==> config.mk <==
export PLATFORM = sky130hd
export DESIGN_NAME = uart_tx_scheduler
export DESIGN_NICKNAME = d
export VERILOG_FILES = /design/src/rtl/uart_tx_scheduler.sv
export SDC_FILE = /design/constraint.sdc
export NUM_CORES = 1
export LEC_CHECK = 0
export CORE_ASPECT_RATIO = 0.8
export CORE_MARGIN = 1
export CORE_UTILIZATION = 40
export CTS_CLUSTER_DIAMETER = 100
export DETAILED_ROUTE_END_ITERATION = 10
export PLACE_DENSITY = 0.74
export SYNTH_ARGS = -nofsm -noshare
export SYNTH_HDL_FRONTEND = slang
export SYNTH_SLANG_ARGS = --single-unit
==> constraint.sdc <==
create_clock -name clock -period 3.9 [get_ports clock]
set_input_delay 0.39 -clock clock [delete_from_list [all_inputs] [get_ports clock]]
set_output_delay 0.39 -clock clock [all_outputs]
set_load 0.05 [all_outputs]
==> src/rtl/uart_tx_scheduler.sv <==
// Round-robin read scheduler sharing one UART transmitter between three FIFOs.
// Define SCHED_STATS_EN to add saturating packet sent/abort counters.
module uart_tx_scheduler #(
  parameter int STATS_W = 16
) (
  input  logic               clock,
  input  logic               reset,
  input  logic               vld_out_0,
  input  logic               vld_out_1,
  input  logic               vld_out_2,
  input  logic               soft_reset_0,
  input  logic               soft_reset_1,
  input  logic               soft_reset_2,
  input  logic [7:0]         dout_0,
  input  logic [7:0]         dout_1,
  input  logic [7:0]         dout_2,
  input  logic               tx_busy,
  output logic               read_enb_0,
  output logic               read_enb_1,
  output logic               read_enb_2,
  output logic               tx_start,
  output logic [7:0]         tx_data,
  output logic [1:0]         grant,
  output logic               busy
`ifdef SCHED_STATS_EN
  ,
  output logic [STATS_W-1:0] pkt_sent,
  output logic [STATS_W-1:0] pkt_abort
`endif
);

  localparam logic [2:0] S_IDLE  = 3'd0;
  localparam logic [2:0] S_RD    = 3'd1;
  localparam logic [2:0] S_CAP   = 3'd2;
  localparam logic [2:0] S_XMIT  = 3'd3;
  localparam logic [2:0] S_SENT  = 3'd4;
  localparam logic [2:0] S_DRAIN = 3'd5;

  logic [2:0] state;
  logic [1:0] last_g;
  logic       first;
  logic [6:0] rem;

  logic       vld_g;
  logic       srst_g;
  logic [7:0] dout_g;
  logic       abort;
  logic [1:0] pick;
  logic [2:0] vld_vec;

  function automatic logic [1:0] nxt(input logic [1:0] c);
    return (c == 2'd2) ? 2'd0 : c + 2'd1;
  endfunction

  // First valid channel after the last served one, wrapping mod 3.
  function automatic logic [1:0] rr_pick(input logic [1:0] last, input logic [2:0] v);
    logic [1:0] c1;
    logic [1:0] c2;
    logic [1:0] c3;
    c1 = nxt(last);
    c2 = nxt(c1);
    c3 = nxt(c2);
    if (v[c1])      return c1;
    else if (v[c2]) return c2;
    else            return c3;
  endfunction

`ifdef SCHED_STATS_EN
  function automatic logic [STATS_W-1:0] sat_inc(input logic [STATS_W-1:0] v);
    return (&v) ? v : v + 1'b1;
  endfunction
`endif

  assign vld_vec = {vld_out_2, vld_out_1, vld_out_0};
  assign pick    = rr_pick(last_g, vld_vec);

  always_comb begin
    vld_g  = 1'b0;
    srst_g = 1'b0;
    dout_g = 8'h00;
    case (grant)
      2'd0: begin vld_g = vld_out_0; srst_g = soft_reset_0; dout_g = dout_0; end
      2'd1: begin vld_g = vld_out_1; srst_g = soft_reset_1; dout_g = dout_1; end
      2'd2: begin vld_g = vld_out_2; srst_g = soft_reset_2; dout_g = dout_2; end
      default: ;
    endcase
  end

  // An abort suppresses every strobe in the cycle it is seen.
  assign abort      = (state != S_IDLE) && srst_g;
  assign read_enb_0 = (state == S_RD) && (grant == 2'd0) && vld_g && !abort;
  assign read_enb_1 = (state == S_RD) && (grant == 2'd1) && vld_g && !abort;
  assign read_enb_2 = (state == S_RD) && (grant == 2'd2) && vld_g && !abort;
  assign tx_start   = (state == S_XMIT) && !tx_busy && !abort;
  assign busy       = (state != S_IDLE);

  always_ff @(posedge clock) begin
    if (reset) begin
      state     <= S_IDLE;
      grant     <= 2'b11;
      last_g    <= 2'd2;
      first     <= 1'b0;
      rem       <= 7'd0;
      tx_data   <= 8'h00;
`ifdef SCHED_STATS_EN
      pkt_sent  <= '0;
      pkt_abort <= '0;
`endif
    end else if (abort) begin
      state  <= S_IDLE;
      last_g <= grant;
      grant  <= 2'b11;
`ifdef SCHED_STATS_EN
      pkt_abort <= sat_inc(pkt_abort);
`endif
    end else begin
      case (state)
        S_IDLE: begin
          if (|vld_vec) begin
            grant <= pick;
            first <= 1'b1;
            state <= S_RD;
          end
        end
        S_RD: begin
          if (vld_g) state <= S_CAP;
        end
        S_CAP: begin
          tx_data <= dout_g;
          // rem counts bytes still to read after this one: payload plus parity.
          if (first) begin
            rem   <= {1'b0, dout_g[7:2]} + 7'd1;
            first <= 1'b0;
          end else begin
            rem <= rem - 7'd1;
          end
          state <= S_XMIT;
        end
        S_XMIT: begin
          if (!tx_busy) state <= S_SENT;
        end
        S_SENT: begin
          state <= S_DRAIN;
        end
        S_DRAIN: begin
          if (!tx_busy) begin
            if (rem == 7'd0) begin
              last_g <= grant;
              grant  <= 2'b11;
              state  <= S_IDLE;
`ifdef SCHED_STATS_EN
              pkt_sent <= sat_inc(pkt_sent);
`endif
            end else if (vld_g) begin
              state <= S_RD;
            end
          end
        end
        default: state <= S_IDLE;
      endcase
    end
  end

endmodule

==> summary.md <==
| Metric | Value |
|---|---|
| Result of the run | `finished, final reports clean` |
| Total power | `1.62 mW` |
| Unrepaired setup endpoints after global routing | `false` |
| Distinct cell type count of the synthesized netlist | `61` |
| Cell taking the most area after synthesis | `sky130_fd_sc_hd__dfxtp_1` |
| Total of fill cells in the finished design | `384` |
| Fmax | `0.315 GHz` |
| Area after DPL | `2150 µm²` |
| Number of levels the H-tree was split into | `1` |
| IO buf count | `47` |
| Leftover overflow at the end of global routing | `0` |
| Number of buffers added to fix hold violations after cts | `0` |
| Routed Wire Length | `4190 µm` |
| Hold Violations, Final | `0` |
| Leakage power summed over all cells | `0.852 nW` |
| Register bit count reported by yosys | `23` |
| Number of placed cells counting well taps | `297` |
| Worst Setup Path Type | `flop to primary output` |
| Final setup violation count | `0` |
| Capturing element of the worst setup path | `read_enb_0` |
| DRC violations left | `0` |
| EDFF count, synth | `0` |
| Vertical die dimension | `60.7 µm` |
| Post-synthesis net count | `244` |
| Layout Area Growth over Synthesis | `27.3%` |
| Launch point of the worst reg-to-reg path | `grant[1]` |
| Post-layout minimum cycle time | `3.17 ns` |
| Number of antenna violations at the first check in global routing | `0` |
| Gate count after technology mapping | `209` |
| Placeable Area | `3950 µm²` |
| Top fanout value on the critical path | `18` |
| Worst setup SP type | `flop` |
| Layout Cell Area excl Fill | `2200 µm²` |
| Setup crit end kind | `primary output` |
| Routed length per placed instance | `13.9 µm` |
| Reg2Reg Depth | `8` |
| Post-cts repair resize count | `0` |
| Number of standard-cell rows in the floorplan | `20` |
| Share of the yosys chip area belonging to registers | `26.7%` |
| Reg2Reg Capture Point | `rem[4]` |
| Routed vias | `1638` |
| Iteration-0 DRC Markers | `54` |
| Final non-filler cell total | `301` |
| Sum of negative setup slack | `0 ns` |
| Clock Sink Count | `23` |
| Share of layout cells above drive strength 1 | `9.35%` |
| Hold Path Class | `flop to flop` |
| Width of the die | `75.4 µm` |
| Max-cap viol count | `0` |
| Number of global-route vias before repair | `1573` |
| Multi-input combinational cell area | `1110 µm²` |
| Count of pins over their slew limit | `0` |
| Final standard cell utilization of the core | `55.6%` |
| CP startpoint | `grant[1]` |
| Boundary Pins | `48` |
| Mean instance size in the synthesized netlist | `8.26 µm²` |
| Post-synthesis instance area | `1730 µm²` |
| Antenna diode count | `0` |
| Worst vdd ir | `436 µV` |
| Worst max-slew margin expressed relative to the limit | `39.9%` |
| Later-pin clock latency in the skew report | `0.26 ns` |
| Initial core utilization | `43.6%` |
| Total GRT Usage | `20.3%` |
| Wire length of the first global-routing pass | `7070 µm` |
| Clock transition at path regs | `0.08 ns` |
| Die outline area | `4580 µm²` |
| Layout net count | `282` |
| First-pass detailed-route iteration total | `4` |
| Fin crit share | `81.4%` |
| Final clock skew | `0.00565 ns` |
| Final GP Congestion | `0.786` |
| Number of warnings printed during yosys synthesis | `0` |
| Largest net degree at the start of global routing | `33` |
| Pin slew with the least headroom to its limit | `0.902 ns` |
| Via density per instance | `5.44` |
| Area share of the largest cell type after synthesis | `26.7%` |
| Cell area power density | `739 nW/µm²` |
| Leading cell types by total area after synthesis | `sky130_fd_sc_hd__dfxtp_1, sky130_fd_sc_hd__mux2i_1, sky130_fd_sc_hd__nor2_1` |
| Setup repair bufs after CTS | `0` |
| Estimated wirelength of the detail-placed design | `3210 µm` |
| Share of flip-flops with an asynchronous set or reset after synthesis | `0%` |
| Required time at the endpoint of the critical path | `3.51 ns` |
| TritonCTS clock tree | `done` |
| Register-to-Register Setup Slack | `1.40 ns` |
| Number of nets still failing antenna checks after routing | `0` |
| Clk Tree Root Cell | `sky130_fd_sc_hd__clkbuf_8` |
| Worst endpoint data arrival time | `2.78 ns` |
| Top FF cell, synth | `sky130_fd_sc_hd__dfxtp_1` |
| Total clock buffers created by CTS | `3` |
| Total area of sequential cells | `460 µm²` |
| Max Buffers Root-to-Sink | `2` |
cell type report:
type                    count  share of cell area, %
repair buffers             48                   21.8
flip-flops and latches     23                   21.0
inverters                   9                   1.54
well taps                  55                   3.13
multi-input cells         162                   50.6
clock buffers               4                   2.05
metal layers:
metal  GRT usage, %  wire [µm]
met3           4.15        332
met2           32.3       1800
met1           29.5       2050
met5              0          0
met4           1.59          8
power by group:
part / switching, mW / internal [mW]
clock network: 0.0758 / 0.0728
logic: 0.609 / 0.428
registers: 0.123 / 0.316
total: 0.808 / 0.817
sequential cells by signal, summed over array words and instances (netlist names):
signal	count
last_g	2
state	3
first	1
grant	2
rem	7
tx_data	8
cell usage after synthesis, types with 3 or more instances:
| cell | count |
|---|---|
| sky130_fd_sc_hd__nand3_1 | 4 |
| sky130_fd_sc_hd__o21ai_0 | 10 |
| sky130_fd_sc_hd__nor3_1 | 3 |
| sky130_fd_sc_hd__clkbuf_1 | 3 |
| sky130_fd_sc_hd__a211oi_1 | 12 |
| sky130_fd_sc_hd__o211ai_1 | 3 |
| sky130_fd_sc_hd__nand2_1 | 11 |
| sky130_fd_sc_hd__dfxtp_1 | 23 |
| sky130_fd_sc_hd__buf_6 | 7 |
| sky130_fd_sc_hd__nand2b_1 | 3 |
| sky130_fd_sc_hd__a21oi_1 | 13 |
| sky130_fd_sc_hd__inv_1 | 7 |
| sky130_fd_sc_hd__nand3b_1 | 6 |
| sky130_fd_sc_hd__and3_1 | 5 |
| sky130_fd_sc_hd__mux2i_1 | 13 |
| sky130_fd_sc_hd__or3_1 | 3 |
| sky130_fd_sc_hd__nor2_1 | 27 |
| sky130_fd_sc_hd__buf_2 | 3 |
kinds of logic after synthesis:
logic type / after synthesis / share of synthesized area, %
and+or+nand+nor: 79 / 25.5
DFF: 23 / 26.7
adders and majority gates: 2 / 1.45
xor gates and xnor gates: 3 / 1.52
buffers and inverters: 24 / 8.92
AOI/OAI and AO/OA: 61 / 25.6
muxes: 17 / 10.4
through the flow:
| step | hold slack [ns] | setup slack, ns |
|---|---|---|
| 2_1_floorplan | 0.500 | 0.942 |
| 3_3_place_gp | 0.489 | 0.953 |
| 3_5_place_dp | 0.488 | 0.895 |
| 4_1_cts | 0.501 | 0.743 |
| 5_1_grt | 0.528 | 0.570 |
| 6_report | 0.503 | 0.726 |
placed cells by master (no fill, tap or decap), types with 3 or more instances in the layout:
cell type and instances:
sky130_fd_sc_hd__a211oi_1 12, sky130_fd_sc_hd__a21oi_1 13, sky130_fd_sc_hd__and3_1 5, sky130_fd_sc_hd__clkbuf_8 3, sky130_fd_sc_hd__clkdlybuf4s50_1 47, sky130_fd_sc_hd__dfxtp_1 23
sky130_fd_sc_hd__inv_1 7, sky130_fd_sc_hd__mux2i_1 13, sky130_fd_sc_hd__nand2_1 11, sky130_fd_sc_hd__nand2b_1 3, sky130_fd_sc_hd__nand3_1 4, sky130_fd_sc_hd__nand3b_1 6
sky130_fd_sc_hd__nor2_1 27, sky130_fd_sc_hd__nor3_1 3, sky130_fd_sc_hd__o211ai_1 3, sky130_fd_sc_hd__o21ai_0 10, sky130_fd_sc_hd__or3_1 3
worst min-delay path by stage:
stage	depth (start not counted)	from	to
finish	2	tx_data[2]	tx_data[2]
CTS	2	tx_data[3]	tx_data[3]
detailed placement	2	tx_data[3]	tx_data[3]
global route	2	tx_data[2]	tx_data[2]
floorplan	1	last_g[1]	last_g[1]
global placement	2	tx_data[6]	tx_data[6]
critical path, cell delays in order, from the launching register on:
cell	delay, ns
sky130_fd_sc_hd__dfxtp_1	0.74
sky130_fd_sc_hd__o21ai_1	0.28
sky130_fd_sc_hd__or2_1	0.30
sky130_fd_sc_hd__nor3_1	0.23
sky130_fd_sc_hd__and3_1	0.18
sky130_fd_sc_hd__clkdlybuf4s50_1	0.80
Note: power is estimated with default switching activity, not from simulation.
